===== src/rtl/secuenciador_prueba_abcd_pkg.sv =====
// Shared definitions for the ABCD self-test sequencer.
//   estado_t      : sequencer FSM states
//   N_VECT        : number of ABCD codes swept (0..15)
//   EXPECTED_DEF  : packed {F1,F2} truth table of circuito_compuertas,
//                   bits [2i+1:2i] hold code i with F1 as the MSB
package secuenciador_pkg;

    typedef enum logic [1:0] {
        IDLE    = 2'd0,
        APLICA  = 2'd1,
        MUESTRA = 2'd2,
        DONE    = 2'd3
    } estado_t;

    localparam int          N_VECT       = 16;
    localparam logic [31:0] EXPECTED_DEF = 32'hEEEE_76EC;

endpackage


===== src/rtl/secuenciador_prueba_abcd_contador_asentamiento.sv =====
// Settle-time counter for the ABCD sequencer.
// Counts up from 0 while enabled and stops at SETTLE_CYCLES-1, where tc is
// raised; clr returns it to 0.
//   clk    : clock
//   rst_n  : asynchronous active-low reset
//   clr    : synchronous clear (priority over en)
//   en     : count enable
//   tc     : terminal count, high while cnt == SETTLE_CYCLES-1
module contador_asentamiento
    import secuenciador_pkg::*;
#(
    parameter int SETTLE_CYCLES = 2
) (
    input  logic clk,
    input  logic rst_n,
    input  logic clr,
    input  logic en,
    output logic tc
);

    localparam int             W      = (SETTLE_CYCLES > 1) ? $clog2(SETTLE_CYCLES) : 1;
    localparam logic [W-1:0]   TC_VAL = W'(SETTLE_CYCLES - 1);

    logic [W-1:0] cnt;

    always_ff @(posedge clk or negedge rst_n) begin
        if (!rst_n) begin
            cnt <= '0;
        end else if (clr) begin
            cnt <= '0;
        end else if (en && !tc) begin
            cnt <= cnt + 1'b1;
        end
    end

    assign tc = (cnt == TC_VAL);

endmodule


===== src/rtl/secuenciador_prueba_abcd.sv =====
// Built-in self-test sequencer for circuito_compuertas.
// On start, drives ABCD through codes 0..15, holds each for SETTLE_CYCLES,
// samples {f1,f2}, compares against EXPECTED and accumulates an error count.
//   clk, rst_n     : clock, asynchronous active-low reset
//   start          : sweep request, honoured only in IDLE or DONE
//   abcd           : vector applied to the gate circuit (abcd[3]=A)
//   f1, f2         : gate circuit outputs
//   busy, done     : sweep in progress / sweep finished
//   pass           : done with no mismatches
//   err_count      : mismatches in the current/last sweep (0..16)
//   err_first_idx  : code of the first mismatch
//   sample_valid   : one-cycle pulse after each sample
//   sample_idx, sample_f, sample_err : details of the last sample
//
// state   | meaning
// --------+----------------------------------------------
// IDLE    | waiting for start after reset
// APLICA  | abcd applied, waiting SETTLE_CYCLES to settle
// MUESTRA | sample {f1,f2} and compare on the closing edge
// DONE    | sweep complete, results held until next start
module secuenciador_prueba_abcd
    import secuenciador_pkg::*;
#(
    parameter int          SETTLE_CYCLES = 2,
    parameter logic [31:0] EXPECTED      = EXPECTED_DEF
) (
    input  logic       clk,
    input  logic       rst_n,
    input  logic       start,
    output logic [3:0] abcd,
    input  logic       f1,
    input  logic       f2,
    output logic       busy,
    output logic       done,
    output logic       pass,
    output logic [4:0] err_count,
    output logic [3:0] err_first_idx,
    output logic       sample_valid,
    output logic [3:0] sample_idx,
    output logic [1:0] sample_f,
    output logic       sample_err
);

    localparam logic [3:0] ULTIMO = 4'(N_VECT - 1);

    estado_t    estado, estado_sig;
    logic [3:0] idx;
    logic       tc;
    logic       arranque;
    logic       desajuste;

    // start is ignored while a sweep is running, including the final MUESTRA
    assign arranque  = start && ((estado == IDLE) || (estado == DONE));
    assign desajuste = ({f1, f2} != EXPECTED[{idx, 1'b0} +: 2]);

    contador_asentamiento #(
        .SETTLE_CYCLES (SETTLE_CYCLES)
    ) u_contador (
        .clk   (clk),
        .rst_n (rst_n),
        .clr   (arranque || (estado == MUESTRA)),
        .en    (estado == APLICA),
        .tc    (tc)
    );

    always_ff @(posedge clk or negedge rst_n) begin
        if (!rst_n) begin
            estado <= IDLE;
        end else begin
            estado <= estado_sig;
        end
    end

    always_comb begin
        estado_sig = estado;
        case (estado)
            IDLE, DONE: if (start) estado_sig = APLICA;
            APLICA:     if (tc) estado_sig = MUESTRA;
            MUESTRA:    estado_sig = (idx == ULTIMO) ? DONE : APLICA;
            default:    estado_sig = IDLE;
        endcase
    end

    always_comb begin
        busy = 1'b0;
        done = 1'b0;
        pass = 1'b0;
        case (estado)
            APLICA, MUESTRA: busy = 1'b1;
            DONE: begin
                done = 1'b1;
                pass = (err_count == 5'd0);
            end
            default: ;
        endcase
    end

    always_ff @(posedge clk or negedge rst_n) begin
        if (!rst_n) begin
            idx           <= '0;
            err_count     <= '0;
            err_first_idx <= '0;
            sample_valid  <= 1'b0;
            sample_idx    <= '0;
            sample_f      <= '0;
            sample_err    <= 1'b0;
        end else begin
            sample_valid <= 1'b0;
            if (arranque) begin
                idx           <= '0;
                err_count     <= '0;
                err_first_idx <= '0;
            end else if (estado == MUESTRA) begin
                sample_valid <= 1'b1;
                sample_idx   <= idx;
                sample_f     <= {f1, f2};
                sample_err   <= desajuste;
                if (desajuste) begin
                    err_count <= err_count + 5'd1;
                    if (err_count == 5'd0) begin
                        err_first_idx <= idx;
                    end
                end
                // idx stops at the last code so abcd keeps showing 15 in DONE
                if (idx != ULTIMO) begin
                    idx <= idx + 4'd1;
                end
            end
        end
    end

    assign abcd = idx;

endmodule


===== config.mk =====
export PLATFORM = sky130hd
export DESIGN_NAME = secuenciador_prueba_abcd
export DESIGN_NICKNAME = d
export VERILOG_FILES = /design/src/rtl/secuenciador_prueba_abcd_pkg.sv /design/src/rtl/secuenciador_prueba_abcd_contador_asentamiento.sv /design/src/rtl/secuenciador_prueba_abcd.sv
export SDC_FILE = /design/constraint.sdc
export NUM_CORES = 1
export LEC_CHECK = 0
export ABC_AREA = 1
export CELL_PAD_IN_SITES_DETAIL_PLACEMENT = 1
export CELL_PAD_IN_SITES_GLOBAL_PLACEMENT = 1
export CORE_ASPECT_RATIO = 0.75
export CORE_UTILIZATION = 36
export DETAILED_ROUTE_END_ITERATION = 8
export GPL_TIMING_DRIVEN = 1
export PLACE_DENSITY_LB_ADDON = 0.1
export RECOVER_POWER = 50
export SYNTH_ARGS = -nofsm -noshare
export SYNTH_HDL_FRONTEND = slang
export SYNTH_SLANG_ARGS = --single-unit

===== constraint.sdc =====
create_clock -name clk -period 1.7 [get_ports clk]
set_input_delay 0.34 -clock clk [delete_from_list [all_inputs] [get_ports clk]]
set_output_delay 0.34 -clock clk [all_outputs]
set_load 0.03 [all_outputs]

==> flow_metrics.env <==
export IMPL_status="complete, no violations"
export IMPL_synthCells=149
export IMPL_p_int_w=0.00175
export IMPL_overflow=0
export IMPL_rsz0062_at_grt="yes"
export IMPL_cts_inserted_buffers=3
export IMPL_vias_per_cell=4.93
export IMPL_design_area_um2=1720
export IMPL_clkTransAtPathRegs_ns=0.08
export IMPL_end_kind="output pin"
export IMPL_seqCellArea_um2=602
export IMPL_grt_first_pass_wirelength_um=5390
export IMPL_timing_setup_tns_ns=0
export IMPL_crit_chain="inv_1 -> ha_2 -> inv_1 -> buf_4"
export IMPL_vdd_drop_max_v=0.000712
export IMPL_via_count=1133
export IMPL_die_w_um=70.2
export IMPL_hold_class="reg -> reg"
export IMPL_cts_sinks=24
export IMPL_min_to="sample_err$_DFFE_PN0P_"
export IMPL_start_util_pct=38.0
export IMPL_skew_ns=0.00433
export IMPL_slowest_stage="dfrtp_1"
export IMPL_leakage_nw=0.916
export IMPL_tritoncts="done"
export IMPL_hold_start="sample_err$_DFFE_PN0P_"
export IMPL_p_seq_share_pct=26.8
export IMPL_finalCritPeriodShare_pct=97.0
export IMPL_cp_start_kind="register"
export IMPL_dpl_cell_area_um2=1630
export IMPL_fmax_mhz=606
export IMPL_cp_slowest_stage_delay_ns=0.42
export IMPL_gp_congestion=0.743
export IMPL_hold_viol_final=0
export IMPL_core_area_um2=3310
export IMPL_dieArea_um2=3740
export IMPL_clkLatencyLatePin_ns=0.27
export IMPL_reg2reg_slack_ns=0.12
export IMPL_first_iter_violations=31
export IMPL_critical_path_peak_fanout=4
export IMPL_grt_usage_pct=18.9
export IMPL_post_route_util_pct=51.9
export IMPL_first_pass_iters=4
export IMPL_synth_cell_types=20
export IMPL_worst_pin_slew_ns=0.627
export IMPL_power_switching_w=0.00165
export IMPL_drv_slew=0
export IMPL_ant_nets=0
export IMPL_nets=205
export IMPL_syn_nets=163
export IMPL_yosysSeqAreaShare_pct=47.8
export IMPL_wire_per_inst_um=13.8
export IMPL_syn_area_um2=1260
export IMPL_finalWirelength_um=3170
export IMPL_r2r_start="abcd[1]$_DFFE_PN0P_"
export IMPL_antenna_found_initial=0
export IMPL_period_needed_ns=1.65
export IMPL_p_comb_share_pct=63.0
export IMPL_setup_viol=0
export IMPL_rr_worst_depth=9
export IMPL_dp_slack_ns=0.0171
export IMPL_switching_share_pct=48.6
export IMPL_power_w=0.00339
export IMPL_clockPowerShare_pct=10.1
export IMPL_cts_hold_fix_buffers=0
export IMPL_yosys_register_bits=24
export IMPL_drc=0
export IMPL_holdPathStages=2
export IMPL_place_hpwl_um=2390
export IMPL_maxCapViolCount=0
export IMPL_avgSynthCellArea_um2=8.44
export IMPL_slew_headroom_pct=58.2
export IMPL_worstPathRequired_ns=1.36
export IMPL_port_buffers=28
export IMPL_n_fill_cell=403
export IMPL_grt_max_degree=25
export IMPL_multi_input_area_um2=592
export IMPL_yosysWarnings=0
export IMPL_io_pins=29
export IMPL_crit_top_cell="inv_1"
export IMPL_root_buffer="clkbuf_8"
export IMPL_arrival_ns=1.31
export IMPL_cts_buffer_depth=2
export IMPL_fp_dieH_um=53.2
export IMPL_drive_gt1_share_pct=17.4
export IMPL_syn2layout_area_growth_pct=36.6
export IMPL_fp_row_count=18
export IMPL_htreeDepth=1
export IMPL_setup_slack_ns=0.0509
export IMPL_r2r_end="abcd[2]$_DFFE_PN0P_"
export IMPL_grt_pass1_vias=1144
export IMPL_insertedDiodeCount=0
export IMPL_critPathKind="reg -> out"
export IMPL_power_density_nw_per_um2=1970
[cells in the final DEF, fill, tap and decap left out, drive strengths merged]
master,Yosys,final
clkdlybuf4s15,0,1
inv,16,16
buf,2,14
nor2,5,5
dlymetal6s2s,0,2
o21a,1,1
dlygate4sd3,0,1
nand2,49,49
nand4,8,8
o21ai,13,13
clkbuf,2,5
clkdlybuf4s50,0,15
a21oi,4,4
ha,9,9
dfrtp,24,24
nand3,11,11
dlygate4sd2,0,7
xnor2,1,1
nand3b,2,2
xor2,2,2
[stage by stage]
stage / std cells / hold WS [ns]
after global routing: 230 / 0.509
final: 230 / 0.485
after detailed placement: 222 / 0.467
after floorplan: 149 / 0.0444
after CTS: 226 / 0.444
after global placement: 222 / 0.454
[per-layer routing]
| layer | global-route usage (%) | wire, um |
|---|---|---|
| met1 | 24.7 | 1540 |
| met4 | 2.33 | 14 |
| met2 | 31.9 | 1490 |
| met3 | 5.71 | 122 |
| met5 | 0 | 0 |
[synth_stat cells (all sizes together)]
cell type	instances	area, um2
xor2	2	17.5
inv	16	60.1
clkbuf	2	7.51
nor2	5	18.8
buf	2	12.5
nand4	8	50.1
nand3b	2	15.0
dfrtp	24	601
a21oi	4	20.0
nand2	49	194
o21a	1	7.51
nand3	11	67.6
xnor2	1	8.76
o21ai	13	65.1
ha	9	113
[logic make-up after synthesis]
logic type               after synthesis  share of synthesized area (%)
XOR/XNOR                               3                           2.09
buffers and inverters                 20                           6.37
adder cells (fa/ha/maj)                9                           8.96
flip-flops                            24                           47.8
AND/OR/NAND/NOR                       75                           27.5
AO/OA/AOI/OAI                         18                           7.36
[power groups by stage]
stage / Clock [W] / Combinational [W] / Sequential, W
2_1_floorplan: 0 / 0.000941 / 0.00127
3_3_place_gp: 0 / 0.00199 / 0.000927
3_5_place_dp: 0 / 0.00205 / 0.000937
4_1_cts: 0.000358 / 0.00202 / 0.000926
5_1_grt: 0.000384 / 0.00236 / 0.000941
6_report: 0.000344 / 0.00214 / 0.000911
[critical path: cells and delay by family (launching register included)]
kind,cells,cell delay (ns)
adders and majority gates,1,0.27
buffers and inverters,3,0.36
DFF,1,0.42
[what timing repair did]
action                     4_1_cts  5_1_grt
gates resized for setup          8       12
buffers inserted                 0        4
pin swaps                        0        1
setup endpoints to repair        8       15
[registers in the layout, indices dropped and copies added (netlist names), 2 cells and up]
register       cells
err_count          5
abcd               4
err_first_idx      4
sample_idx         4
estado             2
sample_f           2
[how the worst max path moves through the flow]
stage                           from  slack [ns]  cells past startpoint                            to
2_1_floorplan    abcd[1]$_DFFE_PN0P_        0.05                     10      err_count[2]$_DFFE_PN0P_
3_3_place_gp                   start        0.07                      6  err_first_idx[2]$_DFFE_PN0P_
3_5_place_dp                   start        0.02                      6  err_first_idx[1]$_DFFE_PN0P_
4_1_cts        estado[0]$_DFFE_PN0P_       0.003                      8      err_count[3]$_DFFE_PN0P_
5_1_grt        estado[0]$_DFFE_PN0P_      -0.009                      8      err_count[3]$_DFFE_PN0P_
6_report       estado[0]$_DFFE_PN0P_        0.05                      4                          busy
[area by class of cell]
type	count	share of cell area, %
well taps	40	2.91
clock buffers	4	2.62
inverters	16	3.64
flip-flops and latches	24	35.0
repair buffers	41	21.3
multi-input cells	105	34.5
(Power assumes the default switching activity.)
